--- config.mk ---
export PLATFORM = sky130hd
export DESIGN_NAME = axil_regbank
export DESIGN_NICKNAME = d
export VERILOG_FILES = /design/src/rtl/axil_regbank_pkg.sv /design/src/rtl/axil_regbank_wjoin.sv /design/src/rtl/axil_regbank.sv
export SDC_FILE = /design/constraint.sdc
export NUM_CORES = 1
export LEC_CHECK = 0
export CELL_PAD_IN_SITES_DETAIL_PLACEMENT = 0
export CELL_PAD_IN_SITES_GLOBAL_PLACEMENT = 1
export CORE_UTILIZATION = 34
export CTS_CLUSTER_DIAMETER = 200
export CTS_CLUSTER_SIZE = 24
export DETAILED_ROUTE_END_ITERATION = 8
export PLACE_DENSITY = 0.88
export SLEW_MARGIN = 10
export SYNTH_ARGS = -nofsm -noshare
export SYNTH_HDL_FRONTEND = slang
export SYNTH_SLANG_ARGS = --single-unit
export TNS_END_PERCENT = 1
--- constraint.sdc ---
create_clock -name s00_axi_aclk -period 6.4 [get_ports s00_axi_aclk]
set_clock_uncertainty 0.05 [all_clocks]
set_input_delay 0.96 -clock s00_axi_aclk [delete_from_list [all_inputs] [get_ports s00_axi_aclk]]
set_output_delay 0.96 -clock s00_axi_aclk [all_outputs]
set_load 0.01 [all_outputs]
--- src/rtl/axil_regbank_pkg.sv ---
// Shared response codes and address/strobe helpers for the AXI4-Lite register bank.
package axil_regbank_pkg;

  localparam logic [1:0] RESP_OKAY   = 2'b00;
  localparam logic [1:0] RESP_SLVERR = 2'b10;

  // Word index from a byte address; the caller zero-extends the address to 32 bits.
  function automatic logic [31:0] addr_to_idx(input logic [31:0] addr);
    return {2'b00, addr[31:2]};
  endfunction

  function automatic logic [31:0] strb_merge(input logic [31:0] old_val,
                                             input logic [31:0] new_val,
                                             input logic [3:0]  strb);
    logic [31:0] res;
    res = old_val;
    for (int b = 0; b < 4; b++) begin
      res[8*b +: 8] = strb[b] ? new_val[8*b +: 8] : old_val[8*b +: 8];
    end
    return res;
  endfunction

endpackage

--- src/rtl/axil_regbank_wjoin.sv ---
// Joins independently accepted AW and W beats into one write commit strobe.
module axil_regbank_wjoin
  import axil_regbank_pkg::*;
#(
  parameter int ADDR_W = 8
) (
  input  logic              clk,
  input  logic              aresetn,
  input  logic [ADDR_W-1:0] awaddr,
  input  logic              awvalid,
  output logic              awready,
  input  logic [31:0]       wdata,
  input  logic [3:0]        wstrb,
  input  logic              wvalid,
  output logic              wready,
  input  logic              bvalid,
  output logic              commit,
  output logic [ADDR_W-1:0] commit_addr,
  output logic [31:0]       commit_data,
  output logic [3:0]        commit_strb
);

  logic              aw_held_r;
  logic              w_held_r;
  logic [ADDR_W-1:0] awaddr_r;
  logic [31:0]       wdata_r;
  logic [3:0]        wstrb_r;

  assign awready     = aresetn & ~aw_held_r & ~bvalid;
  assign wready      = aresetn & ~w_held_r & ~bvalid;
  assign commit      = aw_held_r & w_held_r;
  assign commit_addr = awaddr_r;
  assign commit_data = wdata_r;
  assign commit_strb = wstrb_r;

  // Capture each channel on its own handshake; both flags drop on the commit edge.
  always_ff @(posedge clk) begin
    if (!aresetn) begin
      aw_held_r <= 1'b0;
      w_held_r  <= 1'b0;
      awaddr_r  <= {ADDR_W{1'b0}};
      wdata_r   <= 32'h0000_0000;
      wstrb_r   <= 4'h0;
    end else if (commit) begin
      aw_held_r <= 1'b0;
      w_held_r  <= 1'b0;
    end else begin
      if (awvalid && awready) begin
        aw_held_r <= 1'b1;
        awaddr_r  <= awaddr;
      end
      if (wvalid && wready) begin
        w_held_r <= 1'b1;
        wdata_r  <= wdata;
        wstrb_r  <= wstrb;
      end
    end
  end

endmodule

--- src/rtl/axil_regbank.sv ---
// Parametrised AXI4-Lite register bank: NOUT read/write registers followed by
// read-only fabric inputs, with per-register write/read strobe pulses.
module axil_regbank
  import axil_regbank_pkg::*;
#(
  parameter int NREG   = 8,
  parameter int NOUT   = 3,
  parameter int ADDR_W = 8
) (
  input  logic                     s00_axi_aclk,
  input  logic                     s00_axi_aresetn,
  output logic [NOUT*32-1:0]       oregs,
  input  logic [(NREG-NOUT)*32-1:0] iregs,
  output logic [NREG-1:0]          wr_pulse,
  output logic [NREG-1:0]          rd_pulse,
  input  logic [ADDR_W-1:0]        s00_axi_awaddr,
  input  logic [2:0]               s00_axi_awprot,
  input  logic                     s00_axi_awvalid,
  output logic                     s00_axi_awready,
  input  logic [31:0]              s00_axi_wdata,
  input  logic [3:0]               s00_axi_wstrb,
  input  logic                     s00_axi_wvalid,
  output logic                     s00_axi_wready,
  output logic [1:0]               s00_axi_bresp,
  output logic                     s00_axi_bvalid,
  input  logic                     s00_axi_bready,
  input  logic [ADDR_W-1:0]        s00_axi_araddr,
  input  logic [2:0]               s00_axi_arprot,
  input  logic                     s00_axi_arvalid,
  output logic                     s00_axi_arready,
  output logic [31:0]              s00_axi_rdata,
  output logic [1:0]               s00_axi_rresp,
  output logic                     s00_axi_rvalid,
  input  logic                     s00_axi_rready
);

  logic [31:0]       oregs_r [NOUT];
  logic [NREG-1:0]   wr_pulse_r;
  logic [NREG-1:0]   rd_pulse_r;
  logic              bvalid_r;
  logic [1:0]        bresp_r;
  logic              rvalid_r;
  logic [1:0]        rresp_r;
  logic [31:0]       rdata_r;
  logic              commit_s;
  logic [ADDR_W-1:0] commit_addr_s;
  logic [31:0]       commit_data_s;
  logic [3:0]        commit_strb_s;
  logic [31:0]       widx_s;
  logic [31:0]       ridx_s;
  logic [31:0]       rd_mux_s;
  logic              ar_hs_s;
  logic              unused_prot_s;

  axil_regbank_wjoin #(.ADDR_W(ADDR_W)) u_wjoin (
    .clk         (s00_axi_aclk),
    .aresetn     (s00_axi_aresetn),
    .awaddr      (s00_axi_awaddr),
    .awvalid     (s00_axi_awvalid),
    .awready     (s00_axi_awready),
    .wdata       (s00_axi_wdata),
    .wstrb       (s00_axi_wstrb),
    .wvalid      (s00_axi_wvalid),
    .wready      (s00_axi_wready),
    .bvalid      (bvalid_r),
    .commit      (commit_s),
    .commit_addr (commit_addr_s),
    .commit_data (commit_data_s),
    .commit_strb (commit_strb_s)
  );

  // Protection bits carry no meaning for this bank.
  assign unused_prot_s = ^{s00_axi_awprot, s00_axi_arprot};

  assign widx_s          = addr_to_idx(32'(commit_addr_s));
  assign ridx_s          = addr_to_idx(32'(s00_axi_araddr));
  assign s00_axi_arready = s00_axi_aresetn & ~rvalid_r;
  assign ar_hs_s         = s00_axi_arvalid & s00_axi_arready;

  // Read mux uses the pre-commit register value; unmapped indices read as zero.
  always_comb begin
    rd_mux_s = 32'h0000_0000;
    for (int i = 0; i < NOUT; i++) begin
      rd_mux_s = (ridx_s == 32'(i)) ? oregs_r[i] : rd_mux_s;
    end
    for (int j = 0; j < NREG - NOUT; j++) begin
      rd_mux_s = (ridx_s == 32'(NOUT + j)) ? iregs[32*j +: 32] : rd_mux_s;
    end
  end

  // Write commit: byte-merge into RW registers, pulse, and raise the B response.
  always_ff @(posedge s00_axi_aclk) begin
    if (!s00_axi_aresetn) begin
      for (int i = 0; i < NOUT; i++) begin
        oregs_r[i] <= 32'h0000_0000;
      end
      wr_pulse_r <= {NREG{1'b0}};
      bvalid_r   <= 1'b0;
      bresp_r    <= RESP_OKAY;
    end else begin
      for (int i = 0; i < NREG; i++) begin
        wr_pulse_r[i] <= commit_s && (widx_s == 32'(i)) && (i < NOUT);
      end
      for (int i = 0; i < NOUT; i++) begin
        if (commit_s && (widx_s == 32'(i))) begin
          oregs_r[i] <= strb_merge(oregs_r[i], commit_data_s, commit_strb_s);
        end
      end
      if (commit_s) begin
        bvalid_r <= 1'b1;
        bresp_r  <= (widx_s < 32'(NOUT)) ? RESP_OKAY : RESP_SLVERR;
      end else if (bvalid_r && s00_axi_bready) begin
        bvalid_r <= 1'b0;
      end
    end
  end

  // Read capture on the AR handshake, held until the master takes it.
  always_ff @(posedge s00_axi_aclk) begin
    if (!s00_axi_aresetn) begin
      rvalid_r   <= 1'b0;
      rresp_r    <= RESP_OKAY;
      rdata_r    <= 32'h0000_0000;
      rd_pulse_r <= {NREG{1'b0}};
    end else begin
      for (int i = 0; i < NREG; i++) begin
        rd_pulse_r[i] <= ar_hs_s && (ridx_s == 32'(i));
      end
      if (ar_hs_s) begin
        rvalid_r <= 1'b1;
        rdata_r  <= rd_mux_s;
        rresp_r  <= (ridx_s < 32'(NREG)) ? RESP_OKAY : RESP_SLVERR;
      end else if (rvalid_r && s00_axi_rready) begin
        rvalid_r <= 1'b0;
      end
    end
  end

  for (genvar g = 0; g < NOUT; g++) begin : g_oregs
    assign oregs[32*g +: 32] = oregs_r[g];
  end

  assign wr_pulse       = wr_pulse_r;
  assign rd_pulse       = rd_pulse_r;
  assign s00_axi_bvalid = bvalid_r;
  assign s00_axi_bresp  = bresp_r;
  assign s00_axi_rvalid = rvalid_r;
  assign s00_axi_rresp  = rresp_r;
  assign s00_axi_rdata  = rdata_r;

endmodule

==> impl_metrics.ini, run 1 <==
[synth]
synth_edf_count = 96
yosysWarningCount = 0
ys_ff_latch = 187
synth_top_area_frac = 0.319
ys_types = 39
synth_ff_type = edfxtp_1
synth_top_cell_by_area = edfxtp_1
seq_area_frac_synth = 0.521
syn_inst = 887
netlist_area_um2 = 9040
synth_area_leaders = edfxtp_1 (32%), dfxtp_1 (20%), and2_1 (4.6%), a21oi_1 (4.0%), mux2_2 (4.0%)
avgSynthCellArea_um2 = 10.2
synth-async-reset-ratio = 0

[clocking]
cts_root_buffer = clkbuf_16
clk_pin_slew_ns = 0.07
insertion_delay_ns = 0.43
numCtsBuffers = 17
cts_tree = yes
cts_setup_buffers = 0
clock_sinks = 187
clock_path_buffers = 2
holdBufCountCts = 0
h-tree-depth = 4
ctsResizeCount = 0

[drt]
via_count = 8590
ant_nets = 0
drt_iter0_drc = 702
drtPass1Iterations = 5
drt-vias-per-instance = 5.50
route.detailed.drc = 0
finalWirelength_mm = 34.9
wl_per_cell_um = 22.4

[critical_path]
rr_startpoint = s00_axi_rvalid
worst-r2r-cell-count = 4
critical_path.endpoint_type = output port
crit_chain = clkdlybuf4s50_1 > nor3b_1 > clkdlybuf4s50_1
reg2reg_slack_ns = 4.03
crit_fanout = 18
slowest_stage = clkdlybuf4s50_1
cp.buffers_inverters = 2
cp-start-kind = input pin
arrival_ns = 2.87
slowest_delay_ns = 0.92
critPathTopFamily = buffers and inverters
criticalPathCategory = input pin to output port
r2r_end = s00_axi_rdata[20]
worst_path_most_repeated_cell = clkdlybuf4s50_1
critical_path_required_ns = 5.39

[floorplan]
io_pins = 378
die-area_um2 = 27200
coreArea_um2 = 26100
std_cell_rows = 59
die_w_um = 165
start_util = 0.347
die_height_um = 165

[global_route]
grt_max_degree = 80
grt_pass1_vias = 8212
antenna_found_initial = 1
grt_use_total = 0.250
gr-total-overflow = 0
grt_pass1_wl_mm = 50.5

[pwr]
p_leak_nw = 4.57
power_mw = 2.79
irDropWorstVdd_mv = 0.168
pwr_density_cell_nw_per_um2 = 206

[timing]
finalCritPeriodShare = 0.607
fin_hold_ws_ns = 0.403
rsz0062_at_grt = false
fin_crit_ns = 3.88
worstMarginPinSlew_ns = 1.22
fmax_mhz = 258
relSlewSlack = 0.190
setup_viol = 0
drv_slew = 0
timing_hold_violations_final = 0
final.setup.tns_ns = 0

[min_path]
hp-start = u_wjoin.commit_data[13]
hold_path_depth = 2
holdPathEnd = u_wjoin.commit_data[13]
hold_path_class = flip-flop to flip-flop

[placed_design]
dp_hpwl_mm = 24.7
place_area_um2 = 12900
numPortBuffers = 360
gp_congestion = 0.889

[final_layout]
fillers = 2330
design_area_um2 = 13500
fin_util = 0.520
synthToLayoutAreaGrowth_pct = 49.8
final_nets = 1437
multiInputGateArea_um2 = 3970
seq_area_um2 = 4700
drive_gt1_frac = 0.0849

[job]
drv_cap = 0

[run_status]
status = finished, final reports clean
==> routing by layer <==
layer  vias to the layer above  part of all wire  track usage
met5                         -                 0            0
li1                       3987                 -            -
met3                        45             0.088       0.0623
met1                      4116              0.42        0.331
met2                       442              0.47        0.401
met4                         0             0.022       0.0713
==> final cells by class <==
cell class                      count  area share
Timing Repair Buffer              390       0.282
Sequential cell                   187       0.347
Clock buffer                       18      0.0317
Clock inverter                     14      0.0124
Inverter                            6     0.00166
Antenna cell                        2    0.000370
Tap cell                          335      0.0310
Multi-Input combinational cell    610       0.293
==> worst reg2reg max path, stage by stage, from the launching register on <==
cell and delay, ns:
dfxtp_1 0.42, and3b_1 1.08, and4_1 0.36, a211oi_1 0.06, a311oi_1 0.30
==> cell usage in the layout (no fill, tap or decap), types with 34 or more instances in the layout <==
cell and count:
a211oi_1 35, a21oi_1 71, and2_1 66, clkdlybuf4s50_1 358, dfxtp_1 91, edfxtp_1 96
nand2_1 77, nand2b_1 35, nor2_1 50, nor3_1 38, or3_1 34
==> synthesized netlist by cell type, types with 6 or more instances <==
library cell,instances
a211oi_1,35
a21oi_1,73
a221o_1,32
a311oi_1,31
and2_1,66
and4_1,31
buf_4,7
clkbuf_1,77
dfxtp_1,91
edfxtp_1,96
mux2_2,32
mux2i_1,6
nand2_1,77
nand2b_1,36
nor2_1,52
nor3_1,38
o21ai_0,9
o221ai_1,32
or3_1,34
==> per-stage QoR <==
step                      setup slack [ns]  cells
after floorplan                       3.64    893
after global placement                2.50   1528
after detailed placement              2.47   1528
after CTS                             2.46   1560
after global routing                  2.34   1561
final                                 2.52   1562
==> logic make-up after synthesis <==
group / Yosys count / share of synthesized area
AOI/OAI and AO/OA: 217 / 0.175
other: 1 / 0.000415
buffers and inverters: 96 / 0.0455
DFF: 187 / 0.521
and+or+nand+nor: 348 / 0.212
muxes: 38 / 0.0465
==> where the power goes <==
group | leakage [nW] | internal, mW | switching (mW)
registers | 1.73 | 1.29 | 0.0227
clock network | 0.290 | 0.532 | 0.549
logic | 2.55 | 0.217 | 0.178
==> worst max path at each step <==
| stage | startpoint | to | slack (ns) | cells after the start |
|---|---|---|---|---|
| after CTS | s00_axi_aresetn | s00_axi_wready | 2.46 | 3 |
| after global routing | s00_axi_aresetn | s00_axi_wready | 2.34 | 3 |
| final | s00_axi_aresetn | s00_axi_wready | 2.52 | 3 |
| after floorplan | s00_axi_aresetn | oregs_r[0][0] | 3.64 | 4 |
| after detailed placement | s00_axi_aresetn | s00_axi_wready | 2.47 | 3 |
| after global placement | s00_axi_aresetn | s00_axi_wready | 2.50 | 3 |
==> sequential cells by signal (all words and copies together) (netlist names), 3 cells and up <==
| name | count |
|---|---|
| oregs_r | 96 |
| rd_pulse | 8 |
| s00_axi_rdata | 32 |
| u_wjoin.commit_addr | 6 |
| u_wjoin.commit_data | 32 |
| u_wjoin.commit_strb | 4 |
| wr_pulse | 3 |
(Power assumes the default switching activity.)
==> run 2: changes to the inputs <==
--- a/config.mk
+++ b/config.mk
@@ -7,11 +7,11 @@
 export LEC_CHECK = 0
 export CELL_PAD_IN_SITES_DETAIL_PLACEMENT = 0
 export CELL_PAD_IN_SITES_GLOBAL_PLACEMENT = 1
-export CORE_UTILIZATION = 34
+export CORE_UTILIZATION = 32
 export CTS_CLUSTER_DIAMETER = 200
 export CTS_CLUSTER_SIZE = 24
 export DETAILED_ROUTE_END_ITERATION = 8
-export PLACE_DENSITY = 0.88
+export PLACE_DENSITY = 0.84
 export SLEW_MARGIN = 10
 export SYNTH_ARGS = -nofsm -noshare
 export SYNTH_HDL_FRONTEND = slang
==> constraint.sdc (replaced) <==
create_clock -name s00_axi_aclk -period 3.65 [get_ports s00_axi_aclk]
set_clock_uncertainty 0.05 [all_clocks]
set_input_delay 0.5475 -clock s00_axi_aclk [delete_from_list [all_inputs] [get_ports s00_axi_aclk]]
set_output_delay 0.5475 -clock s00_axi_aclk [all_outputs]
set_load 0.01 [all_outputs]
==> run 2 against run 1 <==
Net effect:
- clock power grew 81%
- critical path depth unchanged
- wire length grew 1.9%
- first-iteration DRC count decreased by 16%
- worst hold slack worse by 0.035 ns
- clock-buffer cell count unchanged
- sequential share of layout area fell by 0.35 points
- cell count up 2.9%
- cell area increased by 1.0%
- core utilization fell by 2.7 points
- via count decreased by 0.38%
- critical endpoint unchanged
- largest cell class unchanged
- largest power group unchanged
- highest routed layer is now met5
==> impl_metrics.ini, run 2 (same netlist as run 1, synthesis figures left out) <==
[global_route]
grt_pass1_wl_mm = 51.8
grt_use_met2 = 0.387
grt_use_total = 0.240
grtUsageMet1 = 0.310
grt.busiest_layer = met2
antenna_found_initial = 1
grt_max_degree = 80
gr-total-overflow = 0
grt_pass1_vias = 8391
met3_usage = 0.0660

[timing]
fin_crit_ns = 3.04
final.setup.tns_ns = 0
fin_hold_ws_ns = 0.368
rsz0062_at_grt = false
relSlewSlack = 0.290
fmax_mhz = 329
worstMarginPinSlew_ns = 1.06
drv_slew = 0
setup_viol = 0
finalCritPeriodShare = 0.832
timing_hold_violations_final = 0

[critical_path]
slowest_stage = clkdlybuf4s50_1
crit_chain = clkdlybuf4s50_1 > nor3b_1 > clkdlybuf4s50_1
cp-start-kind = input pin
arrival_ns = 2.44
worst_path_most_repeated_cell = clkdlybuf4s50_1
critical_path.endpoint_type = output port
crit_fanout = 17
worst-r2r-cell-count = 5
slowest_delay_ns = 0.93
criticalPathCategory = input pin to output port
critical_path_required_ns = 3.05

[clocking]
cts_tree = yes
ctsResizeCount = 0
cts_root_buffer = clkbuf_16
clk_pin_slew_ns = 0.07
numCtsBuffers = 17
clock_sinks = 187
h-tree-depth = 4
insertion_delay_ns = 0.44
clock_path_buffers = 2
holdBufCountCts = 0
cts_setup_buffers = 0

[placed_design]
numPortBuffers = 360
dp_hpwl_mm = 25.4
place_inst = 1575
gp_congestion = 0.874
place_area_um2 = 13100

[min_path]
hold_path_depth = 2
hold_path_class = input pin to flip-flop

[final_layout]
largest_reg_flops = 96
final_common_cell = clkdlybuf4s50_1
synthToLayoutAreaGrowth_pct = 51.4
seq_area_um2 = 4700
fillers = 2645
final_cell_mix = clkdlybuf4s50_1 (358), edfxtp_1 (96), dfxtp_1 (91)
multiInputGateArea_um2 = 3980
final_cells = 1607
diodes = 0
design_area_um2 = 13700
drive_gt1_frac = 0.0879
final_nets = 1441
top_register = oregs_r

[floorplan]
die-area_um2 = 28900
coreArea_um2 = 27800
start_util = 0.325
die_height_um = 170
io_pins = 378
std_cell_rows = 61
die_w_um = 170

[job]
drv_cap = 0

[drt]
drt_iter0_drc = 591
via_count = 8557
route.detailed.drc = 0
drt-vias-per-instance = 5.32
drtPass1Iterations = 7
finalWirelength_mm = 35.6
wl_per_cell_um = 22.1
ant_nets = 0

[run_status]
status = finished, final reports clean

[pwr]
irDropWorstVdd_mv = 0.286
pwr_density_cell_nw_per_um2 = 363
p_leak_nw = 4.60
==> run 2: cell types whose count changed in the layout (fill, tap and decap cells not counted), sizes merged <==
cell,before,now
buf,32,36
clkinv,5,6
diode,2,0
inv,15,14
==> run 2: where the power goes <==
part	internal (mW)	total [mW]	switching, mW
Sequential	2.27	2.31	0.0390
Clock	0.941	1.96	1.02
Combinational	0.386	0.701	0.315
==> run 2: layer usage <==
layer	wire length [µm]	up-vias
met4	1030	2
met5	13	-
li1	-	3989
met2	16500	386
met3	2960	52
met1	15100	4128
==> run 2: area by class of cell <==
cell class	instances	share of cell area
Sequential cell	187	0.344
Inverter	6	0.00165
Clock buffer	18	0.0314
Multi-Input combinational cell	610	0.291
Timing Repair Buffer	394	0.284
Clock inverter	14	0.0134
Tap cell	378	0.0346
==> run 2: through the flow <==
step	setup WS, ns	utilization	power, mW
floorplan	1.31	-	2.61
global placement	0.457	0.470	3.05
detailed placement	0.411	0.470	3.06
CTS	0.616	0.492	5.00
global route	0.472	0.492	5.12
finish	0.612	0.492	4.97
==> run 2: worst paths after layout <==
| kind | from | endpoint | slack, ns |
|---|---|---|---|
| worst max-delay path | s00_axi_aresetn | s00_axi_wready | 0.61 |
| worst min-delay path | s00_axi_araddr[3] | rd_pulse[0] | 0.37 |
| worst max register to register | u_wjoin.commit_addr[7] | oregs_r[0][62] | 1.23 |
| worst min register to register | u_wjoin.commit_data[31] | u_wjoin.commit_data[31] | 0.40 |
==> run 2: critical path: cells and delay by family <==
family        cells  cell delay (ns)
simple gates      1             0.36
buf+inv           2             1.53
